--- src/rtl/mem_arbiter.sv ---
// mem_arbiter: two-requester front end for a shared single-port memory.
//
// An instruction-fetch port (read only) and a data port (read/write) compete
// for one memory. Arbitration is purely combinational, so a lone requester is
// granted in the same cycle and a grant can issue every cycle. The winner is
// tagged in a response-side FSM so the matching valid pulses one cycle later,
// aligned with the memory's 1-cycle read latency.
//
// Build option:
//   MEM_ARB_ROUND_ROBIN_EN  defined   -> conflicts alternate between requesters,
//                                        granting whichever was not last owner.
//                           undefined -> fixed priority, data wins conflicts.
//
// Ports:
//   clock, reset                 system clock, async active-high reset
//   if_req/if_addr               fetch request and word address
//   if_gnt/if_valid/if_rdata     fetch accept, response strobe, read data
//   d_req/d_we/d_addr/d_wd       data request, write enable, address, wdata
//   d_gnt/d_valid/d_rdata        data accept, read-data/write-ack strobe, rdata
//   mem_en/mem_we/mem_addr/mem_wd/mem_rd   shared memory interface
//   stall                        some asserted request was not granted
//   conflict_cnt                 saturating count of dual-request cycles

module mem_arbiter #(
  parameter int unsigned ADDR_W = 10,
  parameter int unsigned DATA_W = 32
) (
  input  logic              clock,
  input  logic              reset,
  input  logic              if_req,
  input  logic [ADDR_W-1:0] if_addr,
  output logic              if_gnt,
  output logic              if_valid,
  output logic [DATA_W-1:0] if_rdata,
  input  logic              d_req,
  input  logic              d_we,
  input  logic [ADDR_W-1:0] d_addr,
  input  logic [DATA_W-1:0] d_wd,
  output logic              d_gnt,
  output logic              d_valid,
  output logic [DATA_W-1:0] d_rdata,
  output logic              mem_en,
  output logic              mem_we,
  output logic [ADDR_W-1:0] mem_addr,
  output logic [DATA_W-1:0] mem_wd,
  input  logic [DATA_W-1:0] mem_rd,
  output logic              stall,
  output logic [15:0]       conflict_cnt
);

  typedef enum logic [1:0] {
    IDLE   = 2'd0,
    RESP_I = 2'd1,
    RESP_D = 2'd2
  } state_e;

  typedef enum logic {
    OWN_FETCH = 1'b0,
    OWN_DATA  = 1'b1
  } owner_e;

  state_e      state_q, state_d;
  owner_e      last_owner_q, last_owner_d;
  logic [15:0] conflict_cnt_q, conflict_cnt_d;
  logic        conflict;

  assign conflict = if_req & d_req;

  // Grant and memory-strobe logic. Everything on the request side is gated by
  // reset so that grants, strobes and stall read zero while reset is held.
  always_comb begin
    if_gnt   = 1'b0;
    d_gnt    = 1'b0;
    if (!reset) begin
      if (conflict) begin
`ifdef MEM_ARB_ROUND_ROBIN_EN
        if (last_owner_q == OWN_DATA) begin
          if_gnt = 1'b1;
        end else begin
          d_gnt = 1'b1;
        end
`else
        d_gnt = 1'b1;
`endif
      end else begin
        if_gnt = if_req;
        d_gnt  = d_req;
      end
    end

    mem_en   = if_gnt | d_gnt;
    mem_we   = d_gnt & d_we;
    mem_addr = '0;
    mem_wd   = '0;
    if (d_gnt) begin
      mem_addr = d_addr;
      mem_wd   = d_wd;
    end else if (if_gnt) begin
      mem_addr = if_addr;
    end

    stall = ~reset & ((if_req & ~if_gnt) | (d_req & ~d_gnt));
  end

  // Next-state: response tag follows this cycle's grant regardless of the
  // current state, which is what allows a new grant every cycle.
  always_comb begin
    state_d        = IDLE;
    last_owner_d   = last_owner_q;
    conflict_cnt_d = conflict_cnt_q;
    if (if_gnt) begin
      state_d      = RESP_I;
      last_owner_d = OWN_FETCH;
    end else if (d_gnt) begin
      state_d      = RESP_D;
      last_owner_d = OWN_DATA;
    end
    if (conflict && (conflict_cnt_q != '1)) begin
      conflict_cnt_d = conflict_cnt_q + 16'd1;
    end
  end

  always_ff @(posedge clock or posedge reset) begin
    if (reset) begin
      state_q        <= IDLE;
      last_owner_q   <= OWN_FETCH;
      conflict_cnt_q <= '0;
    end else begin
      state_q        <= state_d;
      last_owner_q   <= last_owner_d;
      conflict_cnt_q <= conflict_cnt_d;
    end
  end

  // Response side: the owner's valid pulses and its rdata carries mem_rd;
  // the other port's rdata stays zero.
  always_comb begin
    if_valid = (state_q == RESP_I);
    d_valid  = (state_q == RESP_D);
    if_rdata = if_valid ? mem_rd : '0;
    d_rdata  = d_valid  ? mem_rd : '0;
  end

  assign conflict_cnt = conflict_cnt_q;

endmodule
--- config.mk ---
export PLATFORM = sky130hd
export DESIGN_NAME = mem_arbiter
export DESIGN_NICKNAME = d
export VERILOG_FILES = /design/src/rtl/mem_arbiter.sv
export SDC_FILE = /design/constraint.sdc
export NUM_CORES = 1
export LEC_CHECK = 0
export ABC_CLOCK_PERIOD_IN_PS = 2450
export CORE_MARGIN = 10
export CORE_UTILIZATION = 26
export CTS_CLUSTER_DIAMETER = 80
export DETAILED_ROUTE_END_ITERATION = 7
export GPL_TIMING_DRIVEN = 0
export PLACE_DENSITY = 0.81
export REMOVE_ABC_BUFFERS = 1
export SLEW_MARGIN = 20
export SYNTH_ARGS = -nofsm -noshare
export SYNTH_HDL_FRONTEND = slang
export SYNTH_SLANG_ARGS = --single-unit
--- constraint.sdc ---
create_clock -name clock -period 2.45 [get_ports clock]
set_input_delay 0.49 -clock clock [delete_from_list [all_inputs] [get_ports clock]]
set_output_delay 0.49 -clock clock [all_outputs]
set_load 0.005 [all_outputs]
==> results of run 1 <==
[critical path: cells and delay by family, from the launching register on]
family | cells | cell delay [ns]
buffers and inverters | 2 | 0.74
DFF | 1 | 0.39
and+or+nand+nor | 2 | 0.45
[synth_stat cells (2+ instances only)]
cell / instances
nand3_1: 6
nand4_1: 5
a22o_1: 10
nand2_1: 4
dfrtp_1: 18
nor2b_1: 4
nor2_1: 7
or3_1: 2
xnor2_1: 4
o21ai_0: 3
and2_1: 97
nor3b_1: 2
xor2_1: 5
nor3_1: 3
mux2_2: 4
and3_1: 2
inv_1: 2
clkbuf_1: 12
[through the flow]
stage | std cells | area (sq um)
CTS | 497 | 4030
detailed placement | 488 | 3920
global route | 497 | 4030
finish | 497 | 4030
floorplan | 192 | 1610
global placement | 486 | 3880
[layer usage]
layer	vias to the layer above	share of wire (%)	track usage, %	wire (um)
met1	1039	39	20.7	3840
met2	122	51	32.2	4950
met4	0	0.97	2.43	95
li1	1117	-	-	-
met5	-	0	0	0
met3	4	9.3	5.91	908
[kinds of logic (layout without fill, tap and decap cells)]
logic type,Yosys count,in the layout,share of synthesized area (%)
AOI/OAI and AO/OA,18,18,8.31
xor gates and xnor gates,9,9,4.76
adders and majority gates,1,1,0.755
buffers and inverters,14,226,3.17
DFF,18,18,27.2
muxes,4,4,2.72
and+or+nand+nor,140,144,53.1
[report_power, final]
part           total, uW  switching (uW)  internal, uW
Sequential           444            91.6           353
Clock                204            95.3           109
Combinational        618             198           420
Total               1270             385           882
[what timing repair did]
item                       in CTS  in global routing
cloned                          4                  0
gates resized for setup        14                  7
setup buffers                   2                  0
pin swaps                       1                  0
setup endpoints to repair      51                 49
[state kept, by name (all words and copies together) (netlist names)]
signal / flops
conflict_cnt: 16
state_q: 2
[final cells by class]
cell class	instances	area (sq um)	share of cell area, %
timing repair buffer	221	2200	54.6
sequential	18	450	11.2
multi-input combinational	176	1240	30.7
clock buffer	3	41.3	1.02
inverter	2	7.51	0.186
tap	77	96.3	2.39
[path summary, 6_finish.rpt]
check / start / to / slack (ns) / cells past startpoint
min in group asynchronous: reset / conflict_cnt[5] / 0.52 / 2
worst min-delay path: conflict_cnt[15] / conflict_cnt[15] / 0.50 / 1
worst max-delay path: state_q[0] / if_rdata[11] / 0.12 / 4
worst max register to register: conflict_cnt[0] / conflict_cnt[1] / 0.43 / 5
max in group asynchronous: reset / conflict_cnt[8] / 1.49 / 2
worst min register to register: conflict_cnt[15] / conflict_cnt[15] / 0.50 / 1
==> flow_summary.ini, run 1 <==
[worst_setup_path]
cp-start-kind = flip-flop
worstPathCellList = nor2b_4 > buf_6 > and2_1 > clkdlybuf4s50_1
critPathKind = flip-flop to output pin
worstPathMaxFanout = 18
setup.worst_path.end_class = output pin
required_ns = 1.96
slowest_delay_ns = 0.53
crit_slowest_cell = clkdlybuf4s50_1
arrival_ns = 1.84

[floorplanning]
fp.coreArea_sq_um = 6280
die-area_sq_um = 9960
pin_count = 218
start_util_pct = 26.4
rows = 29
die-width_um = 99.8
die_h_um = 99.8

[clocking]
cts_root_buffer = clkbuf_8
cts.clk_slew.worst_paths_ns = 0.07
holdBufCountCts = 0
cts_tree = built
clock_latency_ns = 0.25
clock_path_buffers = 2
cts.sinks = 18
cts_max_level = 1
cts_inserted_buffers = 3

[sta]
clock_skew_ns = 0.00435
slew_viol_final = 0
worstMarginPinSlew_ns = 0.699
fin_crit_ns = 2.33
fin_ws_ns = 0.123
tns_ns = 0
hold_slack_ns = 0.502
slew_headroom_pct = 53.3
hold_violations = 0
rsz0062_at_grt = no
fmax_mhz = 430
post-route-period-util_pct = 95.0
setup_violations = 0

[pwr]
p_leak_uw = 0.00161
power_density_nw_per_um2 = 314
finalPower_uw = 1270
ir_drop_mv = 0.457

[global_route]
antenna_found_initial = 0
grt_pass1_vias = 2379
grt_pass1_wl_um = 14500
grt_max_degree = 20
grt_usage_pct = 18.0
grt_overflow = 0

[placement]
routabilityCongestion = 0.897
hpwl_um = 8310
port_buffers = 217
place_ws_ns = -0.718

[detailed_routing]
via_per_inst = 4.59
ant_nets = 0
drc = 0
vias = 2282
dr.pass1.iters = 4
avgRoutedWirePerCell_um = 19.7
routed_wl_um = 9790
first_iter_violations = 72

[layout]
layout-drive-gt1-share_pct = 6.90
nNetsFinal = 512
final_util_pct = 64.3
antenna_cells = 0
mostFrequentLayoutCell = clkdlybuf4s50_1
n_fill_cell = 559
layout_common_cells = clkdlybuf4s50_1, and2_1, dfrtp_1
syn2layout_area_growth_pct = 144

[synth]
synth.area.top_cells = and2_1, dfrtp_1, a22o_1, clkbuf_1, mux2_2
async_flop_share_pct = 100
syn_area_sq_um = 1660
syn_avg_cell_area_sq_um = 8.12
synth_top_cell_area_share_pct = 36.6
yosys.area.top_type = and2_1
synth_top_flop_cell = dfrtp_1
synth.yosys.seq_area_share_pct = 27.2
synth_edf_count = 0
ys_ff_latch = 18
ys_types = 32
syn_inst = 204
yosysWarnings = 0

[hold_path]
hold_path_class = flip-flop to flip-flop

[outcome]
status = completed

[run]
drv_cap = 0
(Power assumes the default switching activity.)
==> inputs of run 2 (changes only) <==
SLEW_MARGIN = not set   (was 20)
==> flow_summary.ini, run 2 (synthesized netlist as in run 1, its figures left out) <==
[layout]
largest_register_ffs = 16
antenna_cells = 0
mostFrequentLayoutCell = clkdlybuf4s50_1
finish.instance_area_sq_um = 4020
final_util_pct = 64.0
layout_common_cells = clkdlybuf4s50_1, and2_1, dfrtp_1
layout-drive-gt1-share_pct = 6.47
instances_no_fill = 494
syn2layout_area_growth_pct = 143
nNetsFinal = 509
n_fill_cell = 539

[floorplanning]
start_util_pct = 26.4
pin_count = 218
die-width_um = 99.8
fp.coreArea_sq_um = 6280
die_h_um = 99.8
rows = 29
die-area_sq_um = 9960

[outcome]
status = completed

[run]
drv_cap = 0

[global_route]
antenna_found_initial = 0
grt_pass1_vias = 2322
met1_usage_pct = 19.3
grt_pass1_wl_um = 14000
grt_overflow = 0
met2_usage_pct = 31.7
busiest_layer = met2
grt_max_degree = 34
met3_usage_pct = 7.07
grt_usage_pct = 17.5

[pwr]
ir_drop_mv = 0.473
power_density_nw_per_um2 = 312
p_leak_uw = 0.00172

[sta]
slew_headroom_pct = 50.6
hold_violations = 0
tns_ns = 0
fin_crit_ns = 2.37
post-route-period-util_pct = 96.8
fmax_mhz = 422
slew_viol_final = 0
worstMarginPinSlew_ns = 0.740
rsz0062_at_grt = yes
setup_violations = 0
clock_skew_ns = 0.000869

[worst_setup_path]
ff2ff_path_depth = 5
rrSetupSlack_ns = 0.45
critPathKind = flip-flop to output pin
required_ns = 1.96
slowest_delay_ns = 0.52
worstPathCellList = nor2b_4 > and2_1 > clkdlybuf4s50_1
arrival_ns = 1.88
worstPathMaxFanout = 33
setup.worst_path.end_class = output pin
cp-start-kind = flip-flop
crit_slowest_cell = clkdlybuf4s50_1
rr_endpoint = conflict_cnt[1]
r2r-start = conflict_cnt[0]

[clocking]
clock_latency_ns = 0.25
clock_path_buffers = 2
holdBufCountCts = 0
cts_inserted_buffers = 3
cts_max_level = 1
cts.clk_slew.worst_paths_ns = 0.07
cts.sinks = 18
cts_tree = built
cts_root_buffer = clkbuf_8

[hold_path]
hold_path_class = primary input to async pin

[detailed_routing]
ant_nets = 0
vias = 2229
dr.pass1.iters = 4
via_per_inst = 4.51
avgRoutedWirePerCell_um = 19.3
routed_wl_um = 9520
drc = 0
first_iter_violations = 41

[placement]
routabilityCongestion = 0.897
hpwl_um = 8260
port_buffers = 217
dp.cells = 487
placed_area_sq_um = 3920
[run 2: changes by cell type in the layout (fill, tap and decap cells not counted)]
| cell | previous run | this run |
|---|---|---|
| nor2b_4 | 6 | 3 |
| buf_4 | 2 | 4 |
| clkdlybuf4s50_1 | 213 | 206 |
| clkbuf_2 | 1 | 2 |
| dlymetal6s2s_1 | 1 | 8 |
| buf_2 | 2 | 1 |
| nor2b_2 | 1 | 0 |
| and2_4 | 0 | 1 |
| buf_6 | 1 | 0 |
| buf_8 | 1 | 0 |
| and2_1 | 97 | 96 |
| buf_16 | 0 | 1 |
[run 2: what timing repair did]
| action | CTS | global route |
|---|---|---|
| resized for setup | 8 | 17 |
| pin swaps | 0 | 11 |
| setup endpoints to repair | 111 | 98 |
| setup buffers | 4 | 0 |
[run 2: worst max-delay path by stage]
stage                           from            to  slack [ns]  cells past startpoint
after floorplan                d_req   mem_addr[0]        0.05                      2
after global placement         d_req   mem_addr[7]       -1.72                      4
after detailed placement      if_req   mem_addr[0]       -1.13                      4
after CTS                 state_q[0]  if_rdata[15]       -0.23                      3
after global routing      state_q[0]   if_rdata[5]       -0.07                      3
final                     state_q[0]  if_rdata[15]        0.08                      3
[run 2: cell type report]
type                    instances  area, sq um  area share (%)
clock buffers                   3         41.3            1.03
inverters                       2         7.51           0.187
multi-input cells             172         1190            29.6
flip-flops and latches         18          450            11.2
well taps                      77         96.3            2.40
repair buffers                222         2230            55.6
[run 2: power breakdown]
group	internal [uW]	leakage (uW)	switching (uW)
combinational	417	0.00146	191
clock	109	0.0000216	96.5
sequential	353	0.000234	88.7
[run 2: per-stage QoR]
stage,total power (uW),worst slack (ns),hold WS [ns]
4_1_cts,1270,-0.234,0.504
6_report,1260,0.0794,0.463
5_1_grt,1340,-0.0707,0.517
3_5_place_dp,1050,-1.13,0.488
2_1_floorplan,593,0.0542,0.429
3_3_place_gp,1030,-1.72,0.484
[run 2: critical path: cells and delay by family (launching register included)]
kind / cells / cell delay [ns]
DFF: 1 / 0.39
buffers and inverters: 1 / 0.52
and+or+nand+nor: 2 / 0.71
[run 2: metal layers]
metal,vias up,wire length [um]
met5,-,0
met4,0,48
met3,4,944
met2,116,4920
met1,1004,3610
li1,1105,-
==> inputs of run 3 (changes only) <==
CORE_UTILIZATION = 30   (was 26)
DONT_BUFFER_PORTS = 1   (was not set)
PLACE_DENSITY = 0.42   (was 0.81)
SLEW_MARGIN = 20   (was not set)
==> flow_summary.ini, run 3 (synthesized netlist as in run 1, its figures left out) <==
[outcome]
status = completed

[sta]
hold_slack_ns = 0.230
worstMarginPinSlew_ns = 0.949
fmax_mhz = 466
clock_skew_ns = 0.00629
fin_crit_ns = 2.15
rsz0062_at_grt = no
tns_ns = 0
slew_headroom_pct = 36.5
hold_violations = 0
slew_viol_final = 0
post-route-period-util_pct = 87.7
setup_violations = 0

[placement]
placed_area_sq_um = 1720
port_buffers = 0
hpwl_um = 6280
routabilityCongestion = 0.769

[detailed_routing]
drc = 0
avgRoutedWirePerCell_um = 26.7
dr.pass1.iters = 4
ant_nets = 0
via_per_inst = 5.52
routed_wl_um = 7100
first_iter_violations = 43
vias = 1467

[floorplanning]
rows = 26
die-area_sq_um = 8890
fp.coreArea_sq_um = 5240
pin_count = 218
die_h_um = 94.3
start_util_pct = 31.6
die-width_um = 94.3

[pwr]
power_density_nw_per_um2 = 488
p_comb_share_pct = 23.2
ir_drop_mv = 0.402
p_seq_share_pct = 53.1
p_leak_uw = 0.000745
p_switching_uw = 304
internal_power_uw = 557
swShare_pct = 35.3
clkPwrFrac_pct = 23.7

[run]
drv_cap = 0

[clocking]
ctsResizeCount = 0
clock_latency_ns = 0.25
cts_tree = built
cts.sinks = 18
holdBufCountCts = 0
cts_max_level = 1
clock_path_buffers = 2
cts_root_buffer = clkbuf_8
cts_inserted_buffers = 3
cts.clk_slew.worst_paths_ns = 0.07
cts_setup_buffers = 0

[layout]
layout_common_cells = and2_1, dfrtp_1, a22o_1
largest_register_ffs = 16
syn2layout_area_growth_pct = 6.50
n_fill_cell = 527
mostFrequentLayoutCell = and2_1
final_util_pct = 33.7
layout-drive-gt1-share_pct = 9.69
nNetsFinal = 288
regArea_sq_um = 450
antenna_cells = 0
finish.instance_area_sq_um = 1760
multi_input_area_sq_um = 1170

[global_route]
grt_usage_pct = 13.6
grt_overflow = 0
grt_pass1_vias = 1552
grt_pass1_wl_um = 9830
grt_max_degree = 37
antenna_found_initial = 0

[worst_setup_path]
required_ns = 1.96
crit_slowest_cell = nor2b_2
arrival_ns = 1.66
cp-start-kind = flip-flop
setup.worst_path.end_class = output pin
critPathKind = flip-flop to output pin
ff2ff_path_depth = 5
slowest_delay_ns = 0.77
worstPathMaxFanout = 33
worstPathCellList = nor2b_2 > and2_1

[hold_path]
hold_path_class = primary input to async pin
[run 3: cell count changes in the layout (fill, tap and decap cells not counted)]
cell / change
buf_4: -4
nor2b_4: -3
and2_4: -1
nor3b_2: +1
nor3b_4: -1
buf_16: -1
nor2b_2: +3
clkdlybuf4s50_1: -206
buf_2: -1
buf_6: +1
dlymetal6s2s_1: -8
clkbuf_2: -2
and2_1: +1
[run 3: final timing paths]
kind / from / slack, ns / endpoint
worst max-delay path: state_q[0] / 0.30 / if_rdata[27]
worst min-delay path: reset / 0.23 / conflict_cnt[8]
worst max register to register: conflict_cnt[0] / 0.38 / conflict_cnt[1]
worst min register to register: conflict_cnt[15] / 0.54 / conflict_cnt[15]
max in group asynchronous: reset / 1.78 / conflict_cnt[5]
min in group clock: reset / 0.31 / state_q[1]
[run 3: per-layer routing]
| layer | vias to the layer above | GRT usage (%) | routed length, um |
|---|---|---|---|
| met5 | - | 0 | 0 |
| met4 | 0 | 2.28 | 65 |
| met3 | 4 | 8.47 | 1210 |
| met2 | 144 | 24.4 | 3540 |
| met1 | 660 | 13.0 | 2290 |
| li1 | 659 | - | - |
[run 3: power groups by stage]
| stage | clock (uW) | sequential, uW | combinational, uW |
|---|---|---|---|
| 2_1_floorplan | 0 | 431 | 162 |
| 3_3_place_gp | 0 | 466 | 201 |
| 3_5_place_dp | 0 | 468 | 204 |
| 4_1_cts | 207 | 461 | 205 |
| 5_1_grt | 218 | 473 | 223 |
| 6_report | 204 | 457 | 200 |
[run 3: area by class of cell]
class                      count  share of cell area (%)
sequential                    18                    25.5
tap                           70                    4.96
timing repair buffer           1                   0.638
multi-input combinational    172                    66.1
inverter                       2                   0.426
clock buffer                   3                    2.34
[run 3: worst max-delay path: cells and delay by family (launching register included)]
family	cells	cell delay, ns
flops	1	0.35
simple gates	2	1.05
[run 3: metrics by stage]
| step | power [uW] | worst slack (ns) | std cells |
|---|---|---|---|
| finish | 860 | 0.302 | 266 |
| global route | 914 | 0.101 | 266 |
| CTS | 874 | 0.298 | 266 |
| detailed placement | 671 | 0.397 | 263 |
| global placement | 667 | -0.226 | 262 |
| floorplan | 593 | 0.0542 | 192 |
